### src/rtl/shrimp_writeback_if.sv
// shrimp_writeback_if: ALU, load, regfile-write and forwarding signals.
// slave is the arbiter side, master is the producer/consumer side.
interface shrimp_writeback_if #(
  parameter int DATA_W = 16,
  parameter int ADDR_W = 4
);

  logic              alu_valid;
  logic [ADDR_W-1:0] alu_addr;
  logic [DATA_W-1:0] alu_val;

  logic              mem_valid;
  logic [ADDR_W-1:0] mem_addr;
  logic [DATA_W-1:0] mem_val;
  logic              mem_ready;

  logic              reg_w_enable;
  logic [ADDR_W-1:0] reg_w_addr;
  logic [DATA_W-1:0] reg_w_val;
  logic              squash;

  logic [ADDR_W-1:0] rd_a_addr;
  logic [ADDR_W-1:0] rd_b_addr;
  logic              rd_a_fwd;
  logic              rd_b_fwd;
  logic [DATA_W-1:0] rd_a_fwd_val;
  logic [DATA_W-1:0] rd_b_fwd_val;
  logic              rd_a_pending;
  logic              rd_b_pending;

  modport slave (
    input  alu_valid,
    input  alu_addr,
    input  alu_val,
    input  mem_valid,
    input  mem_addr,
    input  mem_val,
    output mem_ready,
    output reg_w_enable,
    output reg_w_addr,
    output reg_w_val,
    output squash,
    input  rd_a_addr,
    input  rd_b_addr,
    output rd_a_fwd,
    output rd_b_fwd,
    output rd_a_fwd_val,
    output rd_b_fwd_val,
    output rd_a_pending,
    output rd_b_pending
  );

  modport master (
    output alu_valid,
    output alu_addr,
    output alu_val,
    output mem_valid,
    output mem_addr,
    output mem_val,
    input  mem_ready,
    input  reg_w_enable,
    input  reg_w_addr,
    input  reg_w_val,
    input  squash,
    output rd_a_addr,
    output rd_b_addr,
    input  rd_a_fwd,
    input  rd_b_fwd,
    input  rd_a_fwd_val,
    input  rd_b_fwd_val,
    input  rd_a_pending,
    input  rd_b_pending
  );

endinterface

### src/rtl/shrimp_writeback.sv
// shrimp_writeback: ALU/load regfile write arbiter with 2-entry load FIFO.
// Define SHRIMP_WB_FORWARD_EN to enable read forwarding/pending outputs.
module shrimp_writeback #(
  parameter int DATA_W = 16,
  parameter int ADDR_W = 4
) (
  input  logic              clock,
  input  logic              reset,
  shrimp_writeback_if.slave bus
);

  logic [1:0]        ent_valid_q;
  logic [1:0]        ent_valid_d;
  logic [ADDR_W-1:0] ent_addr_q [2];
  logic [ADDR_W-1:0] ent_addr_d [2];
  logic [DATA_W-1:0] ent_val_q  [2];
  logic [DATA_W-1:0] ent_val_d  [2];

  logic              head_q;
  logic              head_d;
  logic              tail_q;
  logic              tail_d;
  logic [1:0]        count_q;
  logic [1:0]        count_d;

  logic              w_en_q;
  logic              w_en_d;
  logic [ADDR_W-1:0] w_addr_q;
  logic [ADDR_W-1:0] w_addr_d;
  logic [DATA_W-1:0] w_val_q;
  logic [DATA_W-1:0] w_val_d;
  logic              squash_q;
  logic              squash_d;

  logic              mem_ready;
  logic              accept;
  logic              discard;
  logic              push;
  logic              pop;
  logic              bypass;
  logic [1:0]        hit;

  assign mem_ready = !reset && (count_q < 2'd2);

  always_comb begin
    accept  = bus.mem_valid && mem_ready;
    discard = accept && bus.alu_valid
              && (bus.mem_addr == bus.alu_addr);
    for (int i = 0; i < 2; i++) begin
      hit[i] = bus.alu_valid && ent_valid_q[i]
               && (ent_addr_q[i] == bus.alu_addr);
    end
    pop    = !bus.alu_valid && (count_q != 2'd0);
    bypass = !bus.alu_valid && (count_q == 2'd0) && accept;
    push   = accept && !discard
             && (bus.alu_valid || (count_q != 2'd0));
  end

  always_comb begin
    ent_valid_d = ent_valid_q & ~hit;
    ent_addr_d  = ent_addr_q;
    ent_val_d   = ent_val_q;
    head_d      = head_q;
    tail_d      = tail_q;
    count_d     = count_q;
    w_en_d      = 1'b0;
    w_addr_d    = w_addr_q;
    w_val_d     = w_val_q;
    squash_d    = discard || (|hit);

    unique case (1'b1)
      bus.alu_valid: begin
        w_en_d   = 1'b1;
        w_addr_d = bus.alu_addr;
        w_val_d  = bus.alu_val;
      end
      pop: begin
        // A squashed head still costs its slot but produces no write.
        w_en_d              = ent_valid_q[head_q];
        w_addr_d            = ent_addr_q[head_q];
        w_val_d             = ent_val_q[head_q];
        ent_valid_d[head_q] = 1'b0;
        head_d              = ~head_q;
      end
      bypass: begin
        w_en_d   = 1'b1;
        w_addr_d = bus.mem_addr;
        w_val_d  = bus.mem_val;
      end
      default: begin
        w_en_d = 1'b0;
      end
    endcase

    if (push) begin
      ent_valid_d[tail_q] = 1'b1;
      ent_addr_d[tail_q]  = bus.mem_addr;
      ent_val_d[tail_q]   = bus.mem_val;
      tail_d              = ~tail_q;
    end

    if (push && !pop) begin
      count_d = count_q + 2'd1;
    end else if (pop && !push) begin
      count_d = count_q - 2'd1;
    end
  end

  always_ff @(posedge clock) begin
    if (reset) begin
      ent_valid_q <= '0;
      ent_addr_q  <= '{default: '0};
      ent_val_q   <= '{default: '0};
      head_q      <= 1'b0;
      tail_q      <= 1'b0;
      count_q     <= 2'd0;
      w_en_q      <= 1'b0;
      w_addr_q    <= '0;
      w_val_q     <= '0;
      squash_q    <= 1'b0;
    end else begin
      ent_valid_q <= ent_valid_d;
      ent_addr_q  <= ent_addr_d;
      ent_val_q   <= ent_val_d;
      head_q      <= head_d;
      tail_q      <= tail_d;
      count_q     <= count_d;
      w_en_q      <= w_en_d;
      w_addr_q    <= w_addr_d;
      w_val_q     <= w_val_d;
      squash_q    <= squash_d;
    end
  end

  // Gated so nothing commits on the reset edge itself.
  assign bus.mem_ready    = mem_ready;
  assign bus.reg_w_enable = w_en_q && !reset;
  assign bus.reg_w_addr   = reset ? '0 : w_addr_q;
  assign bus.reg_w_val    = reset ? '0 : w_val_q;
  assign bus.squash       = squash_q && !reset;

`ifdef SHRIMP_WB_FORWARD_EN
  logic pend_a;
  logic pend_b;

  always_comb begin
    pend_a = 1'b0;
    pend_b = 1'b0;
    for (int i = 0; i < 2; i++) begin
      if (ent_valid_q[i] && ent_addr_q[i] == bus.rd_a_addr)
        pend_a = 1'b1;
      if (ent_valid_q[i] && ent_addr_q[i] == bus.rd_b_addr)
        pend_b = 1'b1;
    end
  end

  assign bus.rd_a_fwd = bus.reg_w_enable
                        && (bus.reg_w_addr == bus.rd_a_addr);
  assign bus.rd_b_fwd = bus.reg_w_enable
                        && (bus.reg_w_addr == bus.rd_b_addr);
  assign bus.rd_a_fwd_val = bus.reg_w_val;
  assign bus.rd_b_fwd_val = bus.reg_w_val;
  assign bus.rd_a_pending = pend_a && !reset;
  assign bus.rd_b_pending = pend_b && !reset;
`else
  logic unused_rd;

  assign unused_rd        = ^{bus.rd_a_addr, bus.rd_b_addr};
  assign bus.rd_a_fwd     = 1'b0;
  assign bus.rd_b_fwd     = 1'b0;
  assign bus.rd_a_fwd_val = '0;
  assign bus.rd_b_fwd_val = '0;
  assign bus.rd_a_pending = 1'b0;
  assign bus.rd_b_pending = 1'b0;
`endif

endmodule

### src/flat_wrapper.sv
// flat-port wrapper written by rule: the top's interface ports become plain ports
module shrimp_writeback_flat 
#(
  parameter int DATA_W = 16,
  parameter int ADDR_W = 4
)
  (clock, reset, bus_alu_valid, bus_alu_addr, bus_alu_val, bus_mem_valid, bus_mem_addr, bus_mem_val, bus_mem_ready, bus_reg_w_enable, bus_reg_w_addr, bus_reg_w_val, bus_squash, bus_rd_a_addr, bus_rd_b_addr, bus_rd_a_fwd, bus_rd_b_fwd, bus_rd_a_fwd_val, bus_rd_b_fwd_val, bus_rd_a_pending, bus_rd_b_pending);
  shrimp_writeback_if #(.DATA_W(DATA_W), .ADDR_W(ADDR_W)) bus_i ();
  input  logic clock;
  input  logic reset;
  input wire logic [$bits(bus_i.alu_valid)-1:0] bus_alu_valid;
  input wire logic [$bits(bus_i.alu_addr)-1:0] bus_alu_addr;
  input wire logic [$bits(bus_i.alu_val)-1:0] bus_alu_val;
  input wire logic [$bits(bus_i.mem_valid)-1:0] bus_mem_valid;
  input wire logic [$bits(bus_i.mem_addr)-1:0] bus_mem_addr;
  input wire logic [$bits(bus_i.mem_val)-1:0] bus_mem_val;
  output wire logic [$bits(bus_i.mem_ready)-1:0] bus_mem_ready;
  output wire logic [$bits(bus_i.reg_w_enable)-1:0] bus_reg_w_enable;
  output wire logic [$bits(bus_i.reg_w_addr)-1:0] bus_reg_w_addr;
  output wire logic [$bits(bus_i.reg_w_val)-1:0] bus_reg_w_val;
  output wire logic [$bits(bus_i.squash)-1:0] bus_squash;
  input wire logic [$bits(bus_i.rd_a_addr)-1:0] bus_rd_a_addr;
  input wire logic [$bits(bus_i.rd_b_addr)-1:0] bus_rd_b_addr;
  output wire logic [$bits(bus_i.rd_a_fwd)-1:0] bus_rd_a_fwd;
  output wire logic [$bits(bus_i.rd_b_fwd)-1:0] bus_rd_b_fwd;
  output wire logic [$bits(bus_i.rd_a_fwd_val)-1:0] bus_rd_a_fwd_val;
  output wire logic [$bits(bus_i.rd_b_fwd_val)-1:0] bus_rd_b_fwd_val;
  output wire logic [$bits(bus_i.rd_a_pending)-1:0] bus_rd_a_pending;
  output wire logic [$bits(bus_i.rd_b_pending)-1:0] bus_rd_b_pending;
  assign bus_i.alu_valid = bus_alu_valid;
  assign bus_i.alu_addr = bus_alu_addr;
  assign bus_i.alu_val = bus_alu_val;
  assign bus_i.mem_valid = bus_mem_valid;
  assign bus_i.mem_addr = bus_mem_addr;
  assign bus_i.mem_val = bus_mem_val;
  assign bus_mem_ready = bus_i.mem_ready;
  assign bus_reg_w_enable = bus_i.reg_w_enable;
  assign bus_reg_w_addr = bus_i.reg_w_addr;
  assign bus_reg_w_val = bus_i.reg_w_val;
  assign bus_squash = bus_i.squash;
  assign bus_i.rd_a_addr = bus_rd_a_addr;
  assign bus_i.rd_b_addr = bus_rd_b_addr;
  assign bus_rd_a_fwd = bus_i.rd_a_fwd;
  assign bus_rd_b_fwd = bus_i.rd_b_fwd;
  assign bus_rd_a_fwd_val = bus_i.rd_a_fwd_val;
  assign bus_rd_b_fwd_val = bus_i.rd_b_fwd_val;
  assign bus_rd_a_pending = bus_i.rd_a_pending;
  assign bus_rd_b_pending = bus_i.rd_b_pending;
  shrimp_writeback #(.DATA_W(DATA_W), .ADDR_W(ADDR_W)) u_core (.clock(clock), .reset(reset), .bus(bus_i));
endmodule
### config.mk
export PLATFORM = sky130hd
export DESIGN_NAME = shrimp_writeback_flat
export DESIGN_NICKNAME = d
export VERILOG_FILES = /design/src/rtl/shrimp_writeback_if.sv /design/src/rtl/shrimp_writeback.sv /design/src/flat_wrapper.sv
export SDC_FILE = /design/constraint.sdc
export NUM_CORES = 1
export LEC_CHECK = 0
export BUFFER_PORTS_ARGS = -buffer_cell sky130_fd_sc_hd__buf_2
export CELL_PAD_IN_SITES_DETAIL_PLACEMENT = 1
export CELL_PAD_IN_SITES_GLOBAL_PLACEMENT = 2
export CORE_ASPECT_RATIO = 1.25
export CORE_MARGIN = 3
export CORE_UTILIZATION = 33
export DETAILED_ROUTE_END_ITERATION = 8
export PLACE_DENSITY = 0.83
export REMOVE_ABC_BUFFERS = 1
export SLEW_MARGIN = 10
export SYNTH_ARGS = -nofsm -noshare
export SYNTH_HDL_FRONTEND = slang
export SYNTH_SLANG_ARGS = --single-unit
### constraint.sdc
create_clock -name clock -period 3.4 [get_ports clock]
set_input_delay 0.68 -clock clock [delete_from_list [all_inputs] [get_ports clock]]
set_output_delay 0.68 -clock clock [all_outputs]
set_load 0.02 [all_outputs]
==> flow_metrics.tcl, run 1 <==
set metrics [dict create \
    worst_ir_drop_vdd_uv 258 \
    overflow 0 \
    synth_edf_count 0 \
    slowest_stage "or3_1" \
    postPlaceCellArea_um2 4060 \
    wl_per_cell_um 16.1 \
    diodes 0 \
    worst_hold_slack_ps 476 \
    cts_resized 0 \
    cts_buffer_depth 2 \
    finalCritPeriodShare 0.637 \
    synthArstFlopShare 0 \
    endpoint_kind "flip-flop" \
    critical_path_buf_inv_count 1 \
    max_freq_ghz 0.462 \
    p_per_area_nw_per_um2 640 \
    drc 0 \
    seqPwrFrac 0.375 \
    area_delta_synth_final_pct 15.0 \
    synth.area.top_cells "dfxtp_1 (36%), mux2i_1 (11%), buf_4 (8.3%)" \
    top_layer_used "met4" \
    htree_levels 3 \
    antenna_found_initial 0 \
    dr.first_iter.drc_count 83 \
    ant_nets 0 \
    clkLatencyLatePin_ps 330 \
    grt_pass1_wl_um 16200 \
    setup.worst_path.class "in -> reg" \
    boundaryPins 111 \
    dieArea_um2 12800 \
    viasPerCell 4.90 \
    vias 3007 \
    finalNetCount 528 \
    grt_util_all_layers 0.162 \
    synth_ff_type "dfxtp_1" \
    synth-seq-cells 68 \
    register_area_um2 1360 \
    drt-met1-wl_um 4150 \
    drive_gt1_frac 0.240 \
    finalWirelength_um 9910 \
    postCtsHoldBufs 0 \
    cts_buffers 9 \
    hp-class "reg -> reg" \
    slowest_delay_ps 370 \
    port_buffers 66 \
    final.min_clock_period_ps 2160 \
    combinationalPowerShare 0.293 \
    cp-start-kind "input port" \
    required_ps 3660 \
    internal_power_w 0.00185 \
    avgSynthCellArea_um2 8.99 \
    max-cap-violations 0 \
    gp_congestion 0.747 \
    crit_path_max_fanout 4 \
    core-area_um2 11100 \
    grt_pass1_vias 3238 \
    crit_family "simple AND/OR/NAND/NOR gates" \
    post-cts-setup-buffers 0 \
    multi_input_area_um2 2020 \
    hpwl_um 6680 \
    syn_area_um2 3780 \
    synth.most_common_cell "dfxtp_1" \
    p_clk_frac 0.332 \
    wl_met3_um 507 \
    crit_arrival_ps 2420 \
    dieHeight_um 126 \
    cts_tree "done" \
    synth_top_cell_by_area "dfxtp_1" \
    worst_pin_slew_ps 865 \
    fin_tns_setup_ps 0 \
    rsz0062_at_grt "no" \
    slew_viol_final 0 \
    finalHoldViolCount 0 \
    place_ws_ps 916 \
    power.leakage_nw 2.13 \
    path_cells "buf_2, xnor2_1, nand3_1, o21a_1, ha_1, or3_1, a21oi_1" \
    syn-instance-count 421 \
    ys_seq_area_frac 0.360 \
    wl_met2_um 5120 \
    stdcell_area_um2 4350 \
    timing.final.ws_setup_ps 1240 \
    synth_cell_type_count 40 \
    rows 43 \
    cts.clk_slew.worst_paths_ps 50 \
    final_util 0.391 \
    chipWidth_um 102 \
    power_switching_w 0.000937 \
    synthTopCellsByCount "dfxtp_1 (68), nand2b_1 (43), buf_4 (42), mux2i_1 (41), inv_1 (31)" \
    finalSetupViolations 0 \
    finClkSkew_ps 7.48 \
    swShare 0.336 \
    grt_max_degree 47 \
    synth_warnings 0 \
    clockRootBuffer "clkbuf_16" \
    n_fill_cell 1330 \
    max_slew_margin 0.423 \
    floorplan.initialDensity 0.340 \
    dr.pass1.iters 4 \
    clock_sinks 68 \
    yosys.area.top_type_share 0.360 \
    outcome "complete, no violations" \
]
final timing paths:
kind | startpoint | cells after the start | end | slack, ps
setup / recovery | bus_mem_addr[3] | 7 | u_core.count_q[1]$_SDFFE_PP0P_ | 1240
hold / removal | u_core.ent_val_q[23]$_SDFFE_PP0P_ | 2 | u_core.ent_val_q[23]$_SDFFE_PP0P_ | 480
setup reg to reg | u_core.head_q$_SDFFE_PP0P_ | 4 | u_core.w_addr_q[3]$_SDFFE_PP0P_ | 1360
hold reg to reg | u_core.ent_val_q[23]$_SDFFE_PP0P_ | 2 | u_core.ent_val_q[23]$_SDFFE_PP0P_ | 480
power by group through the flow:
stage / sequential [W] / clock [W] / combinational (W)
6_report: 0.00104 / 0.000925 / 0.000816
5_1_grt: 0.00106 / 0.000989 / 0.000904
4_1_cts: 0.00105 / 0.000956 / 0.000828
3_5_place_dp: 0.00106 / 0 / 0.000823
3_3_place_gp: 0.00105 / 0 / 0.000796
2_1_floorplan: 0.00104 / 0 / 0.000553
layout by cell type (no fill, tap or decap), drive strengths merged, types with 2 or more instances in the layout:
master	count
a221oi	26
nor2b	18
inv	31
nand2	24
clkbuf	10
xnor2	6
clkinv	3
mux2i	41
xor2	6
or3	2
conb	36
nor3	4
a211oi	14
mux2	20
nand2b	43
buf	74
o21ai	4
nor2	28
dfxtp	68
a21oi	3
worst min-delay path, delay by kind of cell (launching register included):
kind,cells,cell delay (ps)
DFF,1,300
and+or+nand+nor,1,60
muxes,1,60
final cells by class:
type	count	area share
flip-flops and latches	68	0.313
inverters	31	0.0267
multi-input cells	291	0.465
well taps	135	0.0388
clock buffers	10	0.0549
repair buffers	74	0.0897
clock inverters	5	0.0121
stage by stage:
step	instances	total power, W
2_1_floorplan	390	0.00159
3_3_place_gp	599	0.00185
3_5_place_dp	599	0.00188
4_1_cts	614	0.00283
5_1_grt	614	0.00296
6_report	614	0.00278
cell families after synthesis:
| kind of cell | synth area share |
|---|---|
| simple gates | 0.178 |
| other cells | 0.000991 |
| buf+inv | 0.145 |
| mux | 0.168 |
| fa+ha+maj | 0.00331 |
| compound gates | 0.117 |
| xor+xnor | 0.0278 |
| flops | 0.360 |
layer usage:
metal  up-vias  track usage
met2        82        0.285
met4         0       0.0626
met1      1450        0.193
met5         -            0
li1       1464            -
met3        11       0.0271
sequential cells by signal, summed over array words and instances (netlist names):
name and flops:
u_core.count_q 2, u_core.ent_addr_q 8, u_core.ent_val_q 32, u_core.ent_valid_q 2, u_core.head_q 1, u_core.squash_q 1, u_core.tail_q 1, u_core.w_addr_q 4
u_core.w_en_q 1, u_core.w_val_q 16
No activity file was read; power rests on OpenSTA's default activity.
==> inputs of run 2 (changes only) <==
- ABC_AREA: not set -> 1
- CORE_UTILIZATION: 33 -> 24
- PLACE_DENSITY: 0.83 -> 0.72
- clock period: 3.4 -> 1.95 ns (I/O delays scaled with it)
==> run 2 against run 1 <==
- final area increased by 14%
- area after synthesis rose by 8.7%
- via count grew 41%
- largest power group unchanged
- global-route usage fell by 0.71 points
- cell count rose by 58%
- total power rose by 83%
==> flow_metrics.tcl, run 2 <==
set metrics [dict create \
    layout_commonest_cell "nand2_1" \
    required_ps 2160 \
    vias 4249 \
    dr.pass1.iters 4 \
    clkLatencyLatePin_ps 340 \
    synth.most_common_cell "nand2_1" \
    clockRootBuffer "clkbuf_16" \
    area_delta_synth_final_pct 20.9 \
    finalCritPeriodShare 0.897 \
    place_ws_ps 12.8 \
    grt_pass1_wl_um 22600 \
    diodes 0 \
    seqPwrFrac 0.346 \
    combinationalPowerShare 0.341 \
    boundaryPins 111 \
    postCtsHoldBufs 0 \
    p_clk_frac 0.312 \
    synth_cell_type_count 26 \
    crit_path_max_fanout 3 \
    htree_levels 3 \
    cts_tree "done" \
    wl_per_cell_um 14.7 \
    rsz0062_at_grt "no" \
    syn-instance-count 671 \
    register_area_um2 1360 \
    max_freq_ghz 0.572 \
    synthTopCellsByCount "nand2_1 (121), inv_1 (118), nor2_1 (104), dfxtp_1 (68), o21ai_0 (51)" \
    gp_congestion 0.817 \
    finalWirelength_um 14200 \
    finalNetCount 801 \
    worst_ir_drop_vdd_uv 384 \
    yosys.area.top_type_share 0.331 \
    multi_input_area_um2 1920 \
    synth_edf_count 0 \
    power.leakage_nw 2.52 \
    hpwl_um 10200 \
    worst_hold_slack_ps 279 \
    cp-start-kind "flip-flop" \
    rows 52 \
    cts_buffer_depth 2 \
    synth.area.top_cells "dfxtp_1 (33%), nand2_1 (11%), inv_1 (11%)" \
    max-cap-violations 0 \
    internal_power_w 0.00318 \
    grt_max_degree 40 \
    reg.largest.list "u_core.ent_val_q (32), u_core.w_val_q (16), u_core.ent_addr_q (8)" \
    final.min_clock_period_ps 1750 \
    grt_pass1_vias 4420 \
    drc 0 \
    slew_viol_final 0 \
    overflow 0 \
    grt_util_all_layers 0.155 \
    hp-class "in -> reg" \
    final_cell_mix "nand2_1 (121), inv_1 (118), nor2_1 (104)" \
    top_register "u_core.ent_val_q" \
    drive_gt1_frac 0.190 \
    n_fill_cell 2183 \
    synth_ff_type "dfxtp_1" \
    setup.worst_path.class "reg -> reg" \
    cts_resized 0 \
    dieHeight_um 152 \
    p_per_area_nw_per_um2 1020 \
    power_w 0.00509 \
    cts_buffers 9 \
    dieArea_um2 18800 \
    synth_top_cell_by_area "dfxtp_1" \
    dr.first_iter.drc_count 184 \
    port_buffers 66 \
    clock_sinks 68 \
    largest_reg_flops 32 \
    timing.final.ws_setup_ps 202 \
    outcome "complete, no violations" \
    ys_seq_area_frac 0.331 \
    core-area_um2 16500 \
    finClkSkew_ps 6.94 \
    synthArstFlopShare 0 \
    swShare 0.375 \
    viasPerCell 4.38 \
    chipWidth_um 123 \
    floorplan.initialDensity 0.249 \
    cts.clk_slew.worst_paths_ps 60 \
    post-cts-setup-buffers 0 \
    final_util 0.301 \
    antenna_found_initial 0 \
    ant_nets 0 \
    avgSynthCellArea_um2 6.13 \
    finalHoldViolCount 0 \
    endpoint_kind "flip-flop" \
    synth-seq-cells 68 \
    syn_area_um2 4110 \
    finalSetupViolations 0 \
    power_switching_w 0.00191 \
    synth_warnings 0 \
    crit_arrival_ps 1960 \
]
## run 2: cells by family after synthesis
kind of cell | share of synthesized area
compound gates | 0.137
buf+inv | 0.234
simple gates | 0.288
fa+ha+maj | 0.00304
flops | 0.331
other cells | 0.000912
xor+xnor | 0.00639
## run 2: path summary, 6_finish.rpt
kind / start / cells after the start / end / slack, ps
worst min-delay path: bus_alu_val[10] / 3 / u_core.w_val_q[10]$_SDFFE_PP0P_ / 280
worst max-delay path: u_core.count_q[1]$_SDFFE_PP0P_ / 11 / u_core.count_q[1]$_SDFFE_PP0P_ / 200
worst min register to register: u_core.ent_val_q[3]$_SDFFE_PP0P_ / 4 / u_core.ent_val_q[3]$_SDFFE_PP0P_ / 510
worst max register to register: u_core.count_q[1]$_SDFFE_PP0P_ / 11 / u_core.count_q[1]$_SDFFE_PP0P_ / 200
## run 2: cell type report
| type | count | area share |
|---|---|---|
| clock buffers | 15 | 0.0558 |
| clock inverters | 1 | 0.00101 |
| inverters | 139 | 0.105 |
| multi-input cells | 426 | 0.387 |
| flip-flops and latches | 68 | 0.274 |
| well taps | 216 | 0.0543 |
| repair buffers | 104 | 0.124 |
## run 2: per-layer routing
metal	part of all wire	GRT usage
met1	0.43	0.183
met5	0	0
met4	0.020	0.0580
met3	0.043	0.0193
met2	0.51	0.280
## run 2: power by group through the flow
stage | clock network, W | logic (W) | registers [W]
final | 0.00159 | 0.00174 | 0.00176
after global routing | 0.00169 | 0.00195 | 0.00180
after CTS | 0.00163 | 0.00177 | 0.00177
after detailed placement | 0 | 0.00176 | 0.00179
after global placement | 0 | 0.00172 | 0.00178
after floorplan | 0 | 0.000986 | 0.00182
## run 2: worst max-delay path: stages (launching register included)
cell and delay (ps):
dfxtp_1 310, nor2_2 140, nand2_2 90, nor2_1 140, nand3_2 90, nand2_1 100
inv_1 50, ha_1 300, a21oi_1 120, o21ai_0 110, xor2_1 140, nor2_1 50
## run 2: stage by stage
stage	area (um^2)	setup TNS [ps]	instances
floorplan	3810	-12800	633
global route	4970	0	969
finish	4970	0	969
detailed placement	4690	0	953
global placement	4690	0	953
CTS	4970	0	969
